$ cat config.mk
export PLATFORM = sky130hd
export DESIGN_NAME = game_sprite_motion_flat
export DESIGN_NICKNAME = d
export VERILOG_FILES = /design/src/rtl/game_sprite_motion_if.sv /design/src/rtl/game_sprite_motion.sv /design/src/flat_wrapper.sv
export SDC_FILE = /design/constraint.sdc
export NUM_CORES = 1
export LEC_CHECK = 0
export CORE_MARGIN = 2
export CORE_UTILIZATION = 54
export DETAILED_ROUTE_END_ITERATION = 16
export GPL_ROUTABILITY_DRIVEN = 0
export PLACE_DENSITY = 0.82
export SLEW_MARGIN = 5
export SYNTH_ARGS = -nofsm -noshare
export SYNTH_HDL_FRONTEND = slang
export SYNTH_SLANG_ARGS = --single-unit
$ cat constraint.sdc
create_clock -name clk -period 5 [get_ports clk]
set_clock_uncertainty 0.05 [all_clocks]
set_input_delay 1.25 -clock clk [delete_from_list [all_inputs] [get_ports clk]]
set_output_delay 1.25 -clock clk [all_outputs]
set_load 0.005 [all_outputs]
$ cat src/rtl/game_sprite_motion_if.sv
// ============================================================================
// Module      : game_sprite_motion_if
// Description : Control/status bundle for the sprite motion engine.
// Revision    : 1.0 - initial release
// ============================================================================
`default_nettype none

interface game_sprite_motion_if #(
    parameter int X_WIDTH = 10,
    parameter int Y_WIDTH = 10,
    parameter int D_WIDTH = 4
);
    logic               sprite_write_xy;
    logic               sprite_write_dxy;
    logic               sprite_enable_update;
    logic [X_WIDTH-1:0] sprite_write_x;
    logic [Y_WIDTH-1:0] sprite_write_y;
    logic [D_WIDTH-1:0] sprite_write_dx;
    logic [D_WIDTH-1:0] sprite_write_dy;
    logic [X_WIDTH-1:0] sprite_x;
    logic [Y_WIDTH-1:0] sprite_y;
    logic               sprite_within_screen;
    logic               sprite_step;

    modport master (
        output sprite_write_xy, sprite_write_dxy, sprite_enable_update,
        output sprite_write_x, sprite_write_y, sprite_write_dx, sprite_write_dy,
        input  sprite_x, sprite_y, sprite_within_screen, sprite_step
    );

    modport slave (
        input  sprite_write_xy, sprite_write_dxy, sprite_enable_update,
        input  sprite_write_x, sprite_write_y, sprite_write_dx, sprite_write_dy,
        output sprite_x, sprite_y, sprite_within_screen, sprite_step
    );
endinterface

`default_nettype wire

$ cat src/rtl/game_sprite_motion.sv
// ============================================================================
// Module      : game_sprite_motion
// Description : Sprite position integrator stepping x/y by a signed velocity
//               once every UPDATE_PERIOD clocks, with on-screen detection.
// Revision    : 1.0 - initial release
// ============================================================================
`default_nettype none

module game_sprite_motion #(
    parameter int X_WIDTH       = 10,
    parameter int Y_WIDTH       = 10,
    parameter int D_WIDTH       = 4,
    parameter int SCREEN_WIDTH  = 640,
    parameter int SCREEN_HEIGHT = 480,
    parameter int SPRITE_SIZE   = 8,
    parameter int UPDATE_PERIOD = 2**20
) (
    input  wire logic              clk,
    input  wire logic              reset_n,
    game_sprite_motion_if.slave    bus
);
    localparam int                 CNT_W      = (UPDATE_PERIOD > 2) ? $clog2(UPDATE_PERIOD) : 1;
    localparam logic [CNT_W-1:0]   c_CNT_LAST = CNT_W'(UPDATE_PERIOD - 1);
    localparam logic [X_WIDTH-1:0] c_X_MAX    = X_WIDTH'(SCREEN_WIDTH - SPRITE_SIZE);
    localparam logic [Y_WIDTH-1:0] c_Y_MAX    = Y_WIDTH'(SCREEN_HEIGHT - SPRITE_SIZE);

    logic [CNT_W-1:0]   r_cnt;
    logic [X_WIDTH-1:0] r_x;
    logic [Y_WIDTH-1:0] r_y;
    logic [D_WIDTH-1:0] r_dx;
    logic [D_WIDTH-1:0] r_dy;
    logic               r_step;

    logic               w_strobe;
    logic               w_fire;
    logic [X_WIDTH-1:0] w_dx_ext;
    logic [Y_WIDTH-1:0] w_dy_ext;

    assign w_strobe = (r_cnt == c_CNT_LAST);
    // A position load wins over a coincident step; that step is simply dropped.
    assign w_fire   = w_strobe && bus.sprite_enable_update && !bus.sprite_write_xy;
    assign w_dx_ext = X_WIDTH'($signed(r_dx));
    assign w_dy_ext = Y_WIDTH'($signed(r_dy));

    always_ff @(posedge clk or negedge reset_n) begin
        if (!reset_n) begin
            r_cnt <= '0;
        end else if (w_strobe) begin
            r_cnt <= '0;
        end else begin
            r_cnt <= r_cnt + 1'b1;
        end
    end

    always_ff @(posedge clk or negedge reset_n) begin
        if (!reset_n) begin
            r_x    <= '0;
            r_y    <= '0;
            r_dx   <= '0;
            r_dy   <= '0;
            r_step <= 1'b0;
        end else begin
            r_step <= w_fire;
            if (bus.sprite_write_xy) begin
                r_x <= bus.sprite_write_x;
                r_y <= bus.sprite_write_y;
            end else if (w_fire) begin
                r_x <= r_x + w_dx_ext;
                r_y <= r_y + w_dy_ext;
            end
            // The step above reads the old velocity even when a new one lands now.
            if (bus.sprite_write_dxy) begin
                r_dx <= bus.sprite_write_dx;
                r_dy <= bus.sprite_write_dy;
            end
        end
    end

    assign bus.sprite_x             = r_x;
    assign bus.sprite_y             = r_y;
    assign bus.sprite_step          = r_step;
    assign bus.sprite_within_screen = (r_x <= c_X_MAX) && (r_y <= c_Y_MAX);

endmodule

`default_nettype wire
$ cat src/flat_wrapper.sv
// flat-port wrapper written by rule: the top's interface ports become plain ports
module game_sprite_motion_flat 
#(
    parameter int X_WIDTH       = 10,
    parameter int Y_WIDTH       = 10,
    parameter int D_WIDTH       = 4,
    parameter int SCREEN_WIDTH  = 640,
    parameter int SCREEN_HEIGHT = 480,
    parameter int SPRITE_SIZE   = 8,
    parameter int UPDATE_PERIOD = 2**20
)
  (clk, reset_n, bus_sprite_write_xy, bus_sprite_write_dxy, bus_sprite_enable_update, bus_sprite_write_x, bus_sprite_write_y, bus_sprite_write_dx, bus_sprite_write_dy, bus_sprite_x, bus_sprite_y, bus_sprite_within_screen, bus_sprite_step);
  game_sprite_motion_if #(.X_WIDTH(X_WIDTH), .Y_WIDTH(Y_WIDTH), .D_WIDTH(D_WIDTH)) bus_i ();
  input  wire logic clk;
  input  wire logic reset_n;
  input wire logic [$bits(bus_i.sprite_write_xy)-1:0] bus_sprite_write_xy;
  input wire logic [$bits(bus_i.sprite_write_dxy)-1:0] bus_sprite_write_dxy;
  input wire logic [$bits(bus_i.sprite_enable_update)-1:0] bus_sprite_enable_update;
  input wire logic [$bits(bus_i.sprite_write_x)-1:0] bus_sprite_write_x;
  input wire logic [$bits(bus_i.sprite_write_y)-1:0] bus_sprite_write_y;
  input wire logic [$bits(bus_i.sprite_write_dx)-1:0] bus_sprite_write_dx;
  input wire logic [$bits(bus_i.sprite_write_dy)-1:0] bus_sprite_write_dy;
  output wire logic [$bits(bus_i.sprite_x)-1:0] bus_sprite_x;
  output wire logic [$bits(bus_i.sprite_y)-1:0] bus_sprite_y;
  output wire logic [$bits(bus_i.sprite_within_screen)-1:0] bus_sprite_within_screen;
  output wire logic [$bits(bus_i.sprite_step)-1:0] bus_sprite_step;
  assign bus_i.sprite_write_xy = bus_sprite_write_xy;
  assign bus_i.sprite_write_dxy = bus_sprite_write_dxy;
  assign bus_i.sprite_enable_update = bus_sprite_enable_update;
  assign bus_i.sprite_write_x = bus_sprite_write_x;
  assign bus_i.sprite_write_y = bus_sprite_write_y;
  assign bus_i.sprite_write_dx = bus_sprite_write_dx;
  assign bus_i.sprite_write_dy = bus_sprite_write_dy;
  assign bus_sprite_x = bus_i.sprite_x;
  assign bus_sprite_y = bus_i.sprite_y;
  assign bus_sprite_within_screen = bus_i.sprite_within_screen;
  assign bus_sprite_step = bus_i.sprite_step;
  game_sprite_motion #(.X_WIDTH(X_WIDTH), .Y_WIDTH(Y_WIDTH), .D_WIDTH(D_WIDTH), .SCREEN_WIDTH(SCREEN_WIDTH), .SCREEN_HEIGHT(SCREEN_HEIGHT), .SPRITE_SIZE(SPRITE_SIZE), .UPDATE_PERIOD(UPDATE_PERIOD)) u_core (.clk(clk), .reset_n(reset_n), .bus(bus_i));
endmodule
==> impl_results.md, run 1 <==
* Later-pin clock latency in the skew report at 300 ps
* Routed WL per cell at 15.4 um
* Worst Hold Path Cells at 1
* Gr usage total at 0.224
* Cts repair resizes at 0
* Cell area after layout at 3740 um2
* Largest fanout on the critical path at 5
* Antenna violations before repair at 0
* Count of maximum capacitance violations at 0
* Worst Max-Slew Pin Slew at 989 ps
* First-pass GRT wire length at 11,200 um
* Height of the die at 79.0 um
* Worst setup path class: flip-flop to output port
* Critical path startpoint category: flip-flop
* Residual overflow from global routing at 0
* EDFF count, synth at 0
* Crit share post-route at 0.686
* Minimum period implied by the final worst setup slack at 3430 ps
* Startpoint of the worst-slack reg-to-reg timing path: u_core.r_cnt[0]
* Avg Vias per Cell at 5.80
* Smallest setup slack after layout at 1570 ps
* Mapped Nets at 367
* Setup-violating endpoint count in the final report at 0
* Synthesis-stage register bit count at 49
* Post-layout nets at 419
* Final core area utilization at 0.684
* Row count at 27
* Pin count of the biggest net entering global routing at 50
* Detailed-placement wirelength estimate at 4820 um
* Buffer depth of the longest clock path at 2
* Yosys warns at 0
* Top cell type's share of synthesized area at 0.404
* Number of max-slew violations in the final report at 0
* Critical path launch point: u_core.bus.sprite_y[1]
* Internal power at 0.000725 W
* # diodes at 0
* Placement Cell Area at 3620 um2
* Share of power burned in combinational logic at 0.265
* Cell type contributing the most total cell area after synthesis: sky130_fd_sc_hd__dfrtp_1
* IO Pins at 55
* Clock power share at 0.292
* Async set-or-reset flop fraction in the synthesized netlist at 1.00
* Detailed-routing iteration count for the pre-antenna-repair pass at 4
* Die area at 6240 um2
* Final setup TNS at 0 ps
* H-tree Lvls at 2
* Worst Path Arrival at 2130 ps
* Routed WL at 6730 um
* Area share of and/or/nand/nor cells after synthesis at 0.191
* VDD IR max at 155 uV
* Final hold violation count at 0
* Number of buffer cells added on primary ports at 54
* Crit path capture type: output port
* CTS sink count at 49
* Pre-CTS worst setup slack at 1620 ps
* Hold-fix buffers at CTS at 0
* Combinational family with the most area after synthesis: simple AND/OR/NAND/NOR gates
* Worst path required time at 3700 ps
* Endpoint of the worst-slack reg-to-reg timing path: u_core.bus.sprite_x[8]
* Via count at 2,539
* Gate Count Post-Synth at 313
* Syn avg cell area at 9.71 um2
* Count of different cell masters after synthesis at 45
* Number of design rule violations left after detail routing at 0
* Kind of path behind the tightest hold check: flip-flop to flip-flop
* Switch share at 0.283
* Area share of xor/xnor cells in the synthesized design at 0.0750
* Placeable core region at 5470 um2
* Fraction of final layout cells with drive strength greater than 1 at 0.0656
* Flop pwr share at 0.443
* Launch point of the worst hold path: u_core.r_cnt[18]
* Post-CTS Setup Inserts at 0
* Seq/Total Area, Yosys at 0.404
* Ranking of synthesized cells by area: sky130_fd_sc_hd__dfrtp_1 40%, sky130_fd_sc_hd__ha_1 7.8%, sky130_fd_sc_hd__xnor2_1 4.6%
* Prevailing post-synth register cell: sky130_fd_sc_hd__dfrtp_1
* Share of synthesized cell area in full adder, half adder and majority cells at 0.0914
* Most common library cell in the layout ignoring fill and taps: sky130_fd_sc_hd__clkdlybuf4s50_1
* Reg2reg setup slack at 2120 ps
* Top library cells by usage in the layout, fill and taps aside: 53 x sky130_fd_sc_hd__clkdlybuf4s50_1, 49 x sky130_fd_sc_hd__dfrtp_1, 26 x sky130_fd_sc_hd__nand2_1, 26 x sky130_fd_sc_hd__nor2_1, 26 x sky130_fd_sc_hd__o21ai_0
* Summed instance area of the synthesized netlist at 3040 um2
* Peak Freq at 292 MHz
* Power dissipated by switching net loads at 0.000286 W
* Initial standard-cell utilization of the core at 0.555
* Compound-gate portion of the synthesized area at 0.150
* DIE WIDTH at 79.0 um
* P&R area growth vs syn at 23.1%
* Unrepaired setup endpoints after global routing: false
* Share of synthesized area spent on multiplexers at 0.0597
* TritonCTS Buffers at 5
* Clock-pin slew on the worst setup and hold paths at 90 ps
* Detail Route Antenna Nets at 0
* Min-Delay Endpoint: u_core.r_cnt[18]
* Clock root buffer master: sky130_fd_sc_hd__clkbuf_8
* Run status: finished, final reports clean
* Pwr dens at 270 nW/um2
* Standby leakage power at 1.68 nW
* Number of global-route vias before repair at 2,383
* Worst max-slew margin expressed relative to the limit at 0.339
* Count of fill cells added during filler insertion at 458
* Clock tree from TritonCTS: done
* Starting DRT DRC Count at 187
* Cell count of the worst reg-to-reg path at 6
==> through the flow <==
stage	power [W]	std cells	hold slack, ps
global route	0.00107	438	453
global placement	0.000713	430	412
floorplan	0.000614	313	396
finish	0.00101	438	434
detailed placement	0.000720	430	415
CTS	0.00102	438	430
==> worst max-delay path, cell delays in order (launching register included) <==
cell and delay [ps]:
sky130_fd_sc_hd__dfrtp_1 460, sky130_fd_sc_hd__o311a_1 390, sky130_fd_sc_hd__o2111a_1 250, sky130_fd_sc_hd__a211oi_1 200, sky130_fd_sc_hd__clkdlybuf4s50_1 530
==> per-layer routing <==
metal	global-route usage	part of all wire	vias up
met4	0.0448	0.0053	0
met2	0.375	0.49	76
li1	-	-	1242
met1	0.306	0.44	1217
met5	0	0	-
met3	0.0432	0.061	4
==> Yosys cell counts, types with 5 or more instances <==
cell,instances
sky130_fd_sc_hd__nor2b_1,6
sky130_fd_sc_hd__nand2_1,26
sky130_fd_sc_hd__mux2_2,9
sky130_fd_sc_hd__a21oi_1,20
sky130_fd_sc_hd__dfrtp_1,49
sky130_fd_sc_hd__nor4_1,8
sky130_fd_sc_hd__o21ai_0,26
sky130_fd_sc_hd__clkbuf_1,8
sky130_fd_sc_hd__nand3_1,10
sky130_fd_sc_hd__mux2i_1,8
sky130_fd_sc_hd__nor3_1,5
sky130_fd_sc_hd__xor2_1,10
sky130_fd_sc_hd__ha_1,19
sky130_fd_sc_hd__nor2_1,26
sky130_fd_sc_hd__xnor2_1,16
sky130_fd_sc_hd__o21bai_1,5
sky130_fd_sc_hd__nand4_1,6
sky130_fd_sc_hd__inv_1,9
==> power groups by stage <==
stage                     clock [W]  combinational (W)  sequential, W
after floorplan                   0           0.000163       0.000450
after global placement            0           0.000258       0.000455
after detailed placement          0           0.000264       0.000456
after CTS                  0.000302           0.000267       0.000448
after global routing       0.000320           0.000295       0.000452
final                      0.000295           0.000268       0.000448
==> kinds of logic after synthesis <==
logic type      count (synthesis)
flops                          49
xor+xnor                       26
buf+inv                        20
mux                            17
simple gates                  107
fa+ha+maj                      21
compound gates                 73
==> worst max-delay path by stage <==
stage / endpoint / slack (ps) / cells past startpoint
4_1_cts: bus_sprite_within_screen / 1550 / 4
6_report: bus_sprite_within_screen / 1570 / 4
5_1_grt: bus_sprite_within_screen / 1450 / 4
3_5_place_dp: u_core.bus.sprite_y[6] / 1620 / 5
2_1_floorplan: bus_sprite_within_screen / 2480 / 3
3_3_place_gp: u_core.bus.sprite_y[6] / 1660 / 4
==> state kept, by name, summed over array words and instances, names as in the netlist <==
name and flops:
u_core.r_dx 4, u_core.bus.sprite_y 10, u_core.r_dy 4, u_core.bus.sprite_step 1, u_core.bus.sprite_x 10, u_core.r_cnt 20
==> layout make-up <==
class,instances,area [um2],share of cell area
multi-input cells,244,1720,0.461
flip-flops and latches,49,1230,0.328
repair buffers,56,551,0.147
well taps,72,90.1,0.0241
clock buffers,7,86.3,0.0231
inverters,9,33.8,0.00903
clock inverters,1,30.0,0.00803
(Power assumes the default switching activity.)
==> run 2, diff against run 1 <==
- CORE_UTILIZATION: 54 -> 48
- PLACE_DENSITY: 0.82 -> 0.77
- clock period: 5 -> 3.1 ns (I/O delays scaled with it)
==> run 2 against run 1 <==
Compared with the run above:
- sequential power up 62%
- first-iteration DRC count decreased by 26%
- cell count increased by 1.6%
- core utilization fell by 6.0 points
- critical path depth stayed put
- non-clock buffer count grew 4
- setup slack worse by 1400 ps
- combinational power up 63%
- sequential share of layout area fell by 0.12 points
- highest routed layer unchanged
==> impl_results.md, run 2 (synthesized netlist as in run 1, its figures left out) <==
* Run status: finished, final reports clean
* Routed WL at 6850 um
* Hold-fix buffers at CTS at 0
* CP peak stage delay at 540 ps
* Top delay family on crit path: compound AO/OA/AOI/OAI gates
* Row count at 28
* Number of buffer cells added on primary ports at 54
* Later-pin clock latency in the skew report at 300 ps
* Cell area after layout at 3750 um2
* First-pass GRT wire length at 11,700 um
* Number of flip-flops in the largest register at 20
* Top library cells by usage in the layout, fill and taps aside: 53 x sky130_fd_sc_hd__clkdlybuf4s50_1, 49 x sky130_fd_sc_hd__dfrtp_1, 26 x sky130_fd_sc_hd__nand2_1, 26 x sky130_fd_sc_hd__nor2_1, 26 x sky130_fd_sc_hd__o21ai_0
* Post-layout nets at 423
* Number of non-filler instances in the completed layout at 445
* Pin count of the biggest net entering global routing at 49
* Height of the die at 83.6 um
* Clock tree from TritonCTS: done
* Crit path capture type: output port
* Pwr dens at 408 nW/um2
* H-tree Lvls at 2
* Count of fill cells added during filler insertion at 504
* Crit share post-route at 0.954
* Clock root buffer master: sky130_fd_sc_hd__clkbuf_8
* Detailed-routing iteration count for the pre-antenna-repair pass at 4
* Detailed-placement wirelength estimate at 5120 um
* Detail Route Antenna Nets at 0
* Clock-pin slew on the worst setup and hold paths at 100 ps
* # diodes at 0
* Standby leakage power at 1.69 nW
* TritonCTS Buffers at 5
* Critical path startpoint category: flip-flop
* Unrepaired setup endpoints after global routing: false
* Endpoint of the worst-slack reg-to-reg timing path: u_core.bus.sprite_x[6]
* Die area at 6980 um2
* Count of maximum capacitance violations at 0
* Largest fanout on the critical path at 5
* Final hold violation count at 0
* Layer with the highest usage after global routing: met2
* Met2 track demand over resource in global routing at 0.342
* Total buffers and inverters traversed by the critical path at 1
* Fraction of final layout cells with drive strength greater than 1 at 0.0730
* Number of global-route vias before repair at 2,536
* Cell count of the worst reg-to-reg path at 8
* Setup-violating endpoint count in the final report at 0
* Worst max-slew margin expressed relative to the limit at 0.622
* CTS sink count at 49
* P&R area growth vs syn at 23.6%
* Crit-path slowest cell: sky130_fd_sc_hd__clkdlybuf4s50_1
* Worst setup path class: flip-flop to output port
* Grt met1 use at 0.265
* Number of design rule violations left after detail routing at 0
* Critical path launch point: u_core.bus.sprite_y[1]
* Placeable core region at 6030 um2
* Kind of path behind the tightest hold check: input pin to asynchronous set/reset pin
* Number of max-slew violations in the final report at 0
* Residual overflow from global routing at 0
* Worst Hold Margin at 402 ps
* Worst path required time at 2270 ps
* Antenna violations before repair at 0
* GR Util met3 at 0.0356
* Buffer depth of the longest clock path at 2
* Minimum period implied by the final worst setup slack at 2960 ps
* Worst Max-Slew Pin Slew at 567 ps
* Reg2reg setup slack at 630 ps
* Gr usage total at 0.204
* Avg Vias per Cell at 5.66
* Post-CTS Setup Inserts at 0
* Initial standard-cell utilization of the core at 0.504
* Cell-by-cell trace of the critical path: o311a_1, o2111a_1, a211oi_1, clkdlybuf4s50_1
* Peak Freq at 338 MHz
* DIE WIDTH at 83.6 um
* Number of cells after detailed placement at 437
* Via count at 2,520
* Register ranked first by flip-flop count: u_core.r_cnt
* Final setup TNS at 0 ps
* VDD IR max at 273 uV
* Placement Cell Area at 3670 um2
* Startpoint of the worst-slack reg-to-reg timing path: u_core.bus.sprite_x[0]
* Most common library cell in the layout ignoring fill and taps: sky130_fd_sc_hd__clkdlybuf4s50_1
* Worst Path Arrival at 2130 ps
* Routed WL per cell at 15.4 um
* Cts repair resizes at 0
* IO Pins at 55
* Starting DRT DRC Count at 138
-- run 2: metal layers --
metal | share of wire | up-vias
met5 | 0 | -
met4 | 0.018 | 0
met3 | 0.043 | 11
met2 | 0.48 | 64
met1 | 0.46 | 1189
li1 | - | 1256
-- run 2: layout make-up --
class                           instances  area, um2  share of cell area
Timing Repair Buffer                   60        593               0.158
Clock buffer                            7       76.3              0.0203
Clock inverter                          1       7.51             0.00200
Inverter                                9       33.8             0.00900
Tap cell                               75       93.8              0.0250
Sequential cell                        49       1230               0.327
Multi-Input combinational cell        244       1720               0.459
-- run 2: power breakdown --
part | leakage [nW] | total [W] | switching (W) | internal (W)
clock network | 0.0385 | 0.000373 | 0.000213 | 0.000160
registers | 0.614 | 0.000724 | 0.0000492 | 0.000675
logic | 1.03 | 0.000436 | 0.000201 | 0.000235
-- run 2: worst max-delay path by stage --
stage	cells after the start	slack (ps)	endpoint
floorplan	8	860	u_core.bus.sprite_x[6]
global placement	4	460	bus_sprite_within_screen
detailed placement	4	460	bus_sprite_within_screen
CTS	4	110	bus_sprite_within_screen
global route	4	10	bus_sprite_within_screen
finish	4	140	bus_sprite_within_screen
-- run 2: through the flow --
step | total power, W | worst slack [ps] | utilization
2_1_floorplan | 0.000990 | 864 | -
3_3_place_gp | 0.00116 | 461 | 0.609
3_5_place_dp | 0.00117 | 462 | 0.609
4_1_cts | 0.00154 | 109 | 0.623
5_1_grt | 0.00162 | 12.4 | 0.623
6_report | 0.00153 | 141 | 0.623
==> run 3, diff against run 2 <==
- CORE_MARGIN: 2 -> 3
- CTS_CLUSTER_SIZE: not set -> 12
==> run 3 against run 2 <==
Compared with the run above:
- fmax down 0.27%
- wire length rose by 0.42%
- setup slack worse by 8.0 ps
- register-to-register slack got worse by 20 ps
- sequential cell count did not move
- count of clock-buffer cells in the layout is 1 lower
- critical endpoint unchanged
- largest cell class unchanged
==> impl_results.md, run 3 (synthesized netlist as in run 1, its figures left out) <==
* Die area at 7320 um2
* Crit path capture type: output port
* Post-layout nets at 423
* H-tree Lvls at 2
* Number of flip-flops in the largest register at 20
* Worst Hold Margin at 349 ps
* Standby leakage power at 1.70 nW
* Worst path required time at 2270 ps
* Initial standard-cell utilization of the core at 0.504
* TritonCTS Buffers at 5
* Top library cells by usage in the layout, fill and taps aside: 53 x sky130_fd_sc_hd__clkdlybuf4s50_1, 49 x sky130_fd_sc_hd__dfrtp_1, 26 x sky130_fd_sc_hd__nand2_1, 26 x sky130_fd_sc_hd__nor2_1, 26 x sky130_fd_sc_hd__o21ai_0
* Cell count of the worst reg-to-reg path at 8
* Gr usage total at 0.196
* Count of maximum capacitance violations at 0
* Pwr dens at 430 nW/um2
* Largest fanout on the critical path at 5
* CTS sink count at 49
* Hold-fix buffers at CTS at 0
* Run status: finished, final reports clean
* Worst Max-Slew Pin Slew at 633 ps
* # diodes at 0
* Unrepaired setup endpoints after global routing: false
* Worst Path Arrival at 2140 ps
* First-pass GRT wire length at 11,600 um
* Pin count of the biggest net entering global routing at 33
* Detailed-routing iteration count for the pre-antenna-repair pass at 4
* Count of fill cells added during filler insertion at 511
* Placeable core region at 6030 um2
* Minimum period implied by the final worst setup slack at 2970 ps
* Kind of path behind the tightest hold check: input pin to asynchronous set/reset pin
* Reg2reg setup slack at 610 ps
* Combined area of the multi-input logic cells at 1720 um2
* Number of global-route vias before repair at 2,463
* Worst max-slew margin expressed relative to the limit at 0.577
* Clock tree from TritonCTS: done
* Number of buffer cells added on primary ports at 54
* Post-CTS Setup Inserts at 0
* Sequential cell area at 1230 um2
* Pre-CTS worst setup slack at 462 ps
* Routed WL at 6880 um
* Clock-pin slew on the worst setup and hold paths at 90 ps
* Height of the die at 85.6 um
* Crit share post-route at 0.957
* Critical path startpoint category: flip-flop
* Row count at 28
* Fraction of final layout cells with drive strength greater than 1 at 0.0757
* Register ranked first by flip-flop count: u_core.r_cnt
* Via count at 2,528
* Peak Freq at 337 MHz
* Buffer depth of the longest clock path at 2
* P&R area growth vs syn at 24.1%
* Avg Vias per Cell at 5.68
* Startpoint of the worst-slack reg-to-reg timing path: u_core.bus.sprite_x[0]
* Clock root buffer master: sky130_fd_sc_hd__clkbuf_8
* Most common library cell in the layout ignoring fill and taps: sky130_fd_sc_hd__clkdlybuf4s50_1
* Final hold violation count at 0
* Worst setup path class: flip-flop to output port
* Endpoint of the worst-slack reg-to-reg timing path: u_core.bus.sprite_x[6]
* DIE WIDTH at 85.6 um
* Antenna violations before repair at 0
* Residual overflow from global routing at 0
* Setup-violating endpoint count in the final report at 0
* Later-pin clock latency in the skew report at 300 ps
* Final setup TNS at 0 ps
* Detail Route Antenna Nets at 0
* IO Pins at 55
* Cts repair resizes at 0
* Routed WL per cell at 15.5 um
* Detailed-placement wirelength estimate at 5220 um
* VDD IR max at 199 uV
* Starting DRT DRC Count at 145
* Number of max-slew violations in the final report at 0
* Smallest setup slack after layout at 133 ps
* Number of design rule violations left after detail routing at 0
run 3: stage by stage:
stage | utilization | instance area, um2 | cells | total power, W
3_5_place_dp | 0.607 | 3660 | 437 | 0.00117
6_report | 0.626 | 3770 | 445 | 0.00162
3_3_place_gp | 0.607 | 3660 | 437 | 0.00116
2_1_floorplan | - | 3040 | 313 | 0.000990
5_1_grt | 0.626 | 3770 | 445 | 0.00172
4_1_cts | 0.626 | 3770 | 445 | 0.00164
run 3: worst max path at each step:
stage | endpoint | start
final | bus_sprite_within_screen | u_core.bus.sprite_y[1]
after global routing | bus_sprite_within_screen | u_core.bus.sprite_y[1]
after CTS | bus_sprite_within_screen | u_core.bus.sprite_y[1]
after detailed placement | bus_sprite_within_screen | u_core.bus.sprite_y[1]
after global placement | bus_sprite_within_screen | u_core.bus.sprite_y[1]
after floorplan | u_core.bus.sprite_x[6] | u_core.bus.sprite_x[0]
run 3: cell type report:
class,count,area share
tap,75,0.0249
inverter,9,0.00896
timing repair buffer,60,0.154
clock inverter,2,0.0103
multi-input combinational,244,0.457
sequential,49,0.325
clock buffer,6,0.0192
run 3: routing by layer:
layer | GRT usage | wire length, um
met5 | 0 | 0
met2 | 0.328 | 3310
met4 | 0.0432 | 63
met1 | 0.270 | 3250
met3 | 0.0317 | 267
run 3: critical path, stage by stage, from the launching register on:
cell	delay [ps]
sky130_fd_sc_hd__dfrtp_1	450
sky130_fd_sc_hd__o311a_1	380
sky130_fd_sc_hd__o2111a_1	240
sky130_fd_sc_hd__a211oi_1	230
sky130_fd_sc_hd__clkdlybuf4s50_1	550
run 3: where the power goes:
| group | switching, W | internal [W] | leakage, nW |
|---|---|---|---|
| Clock | 0.000215 | 0.000242 | 0.0554 |
| Sequential | 0.0000503 | 0.000675 | 0.614 |
| Combinational | 0.000204 | 0.000233 | 1.03 |
| Total | 0.000469 | 0.00115 | 1.70 |
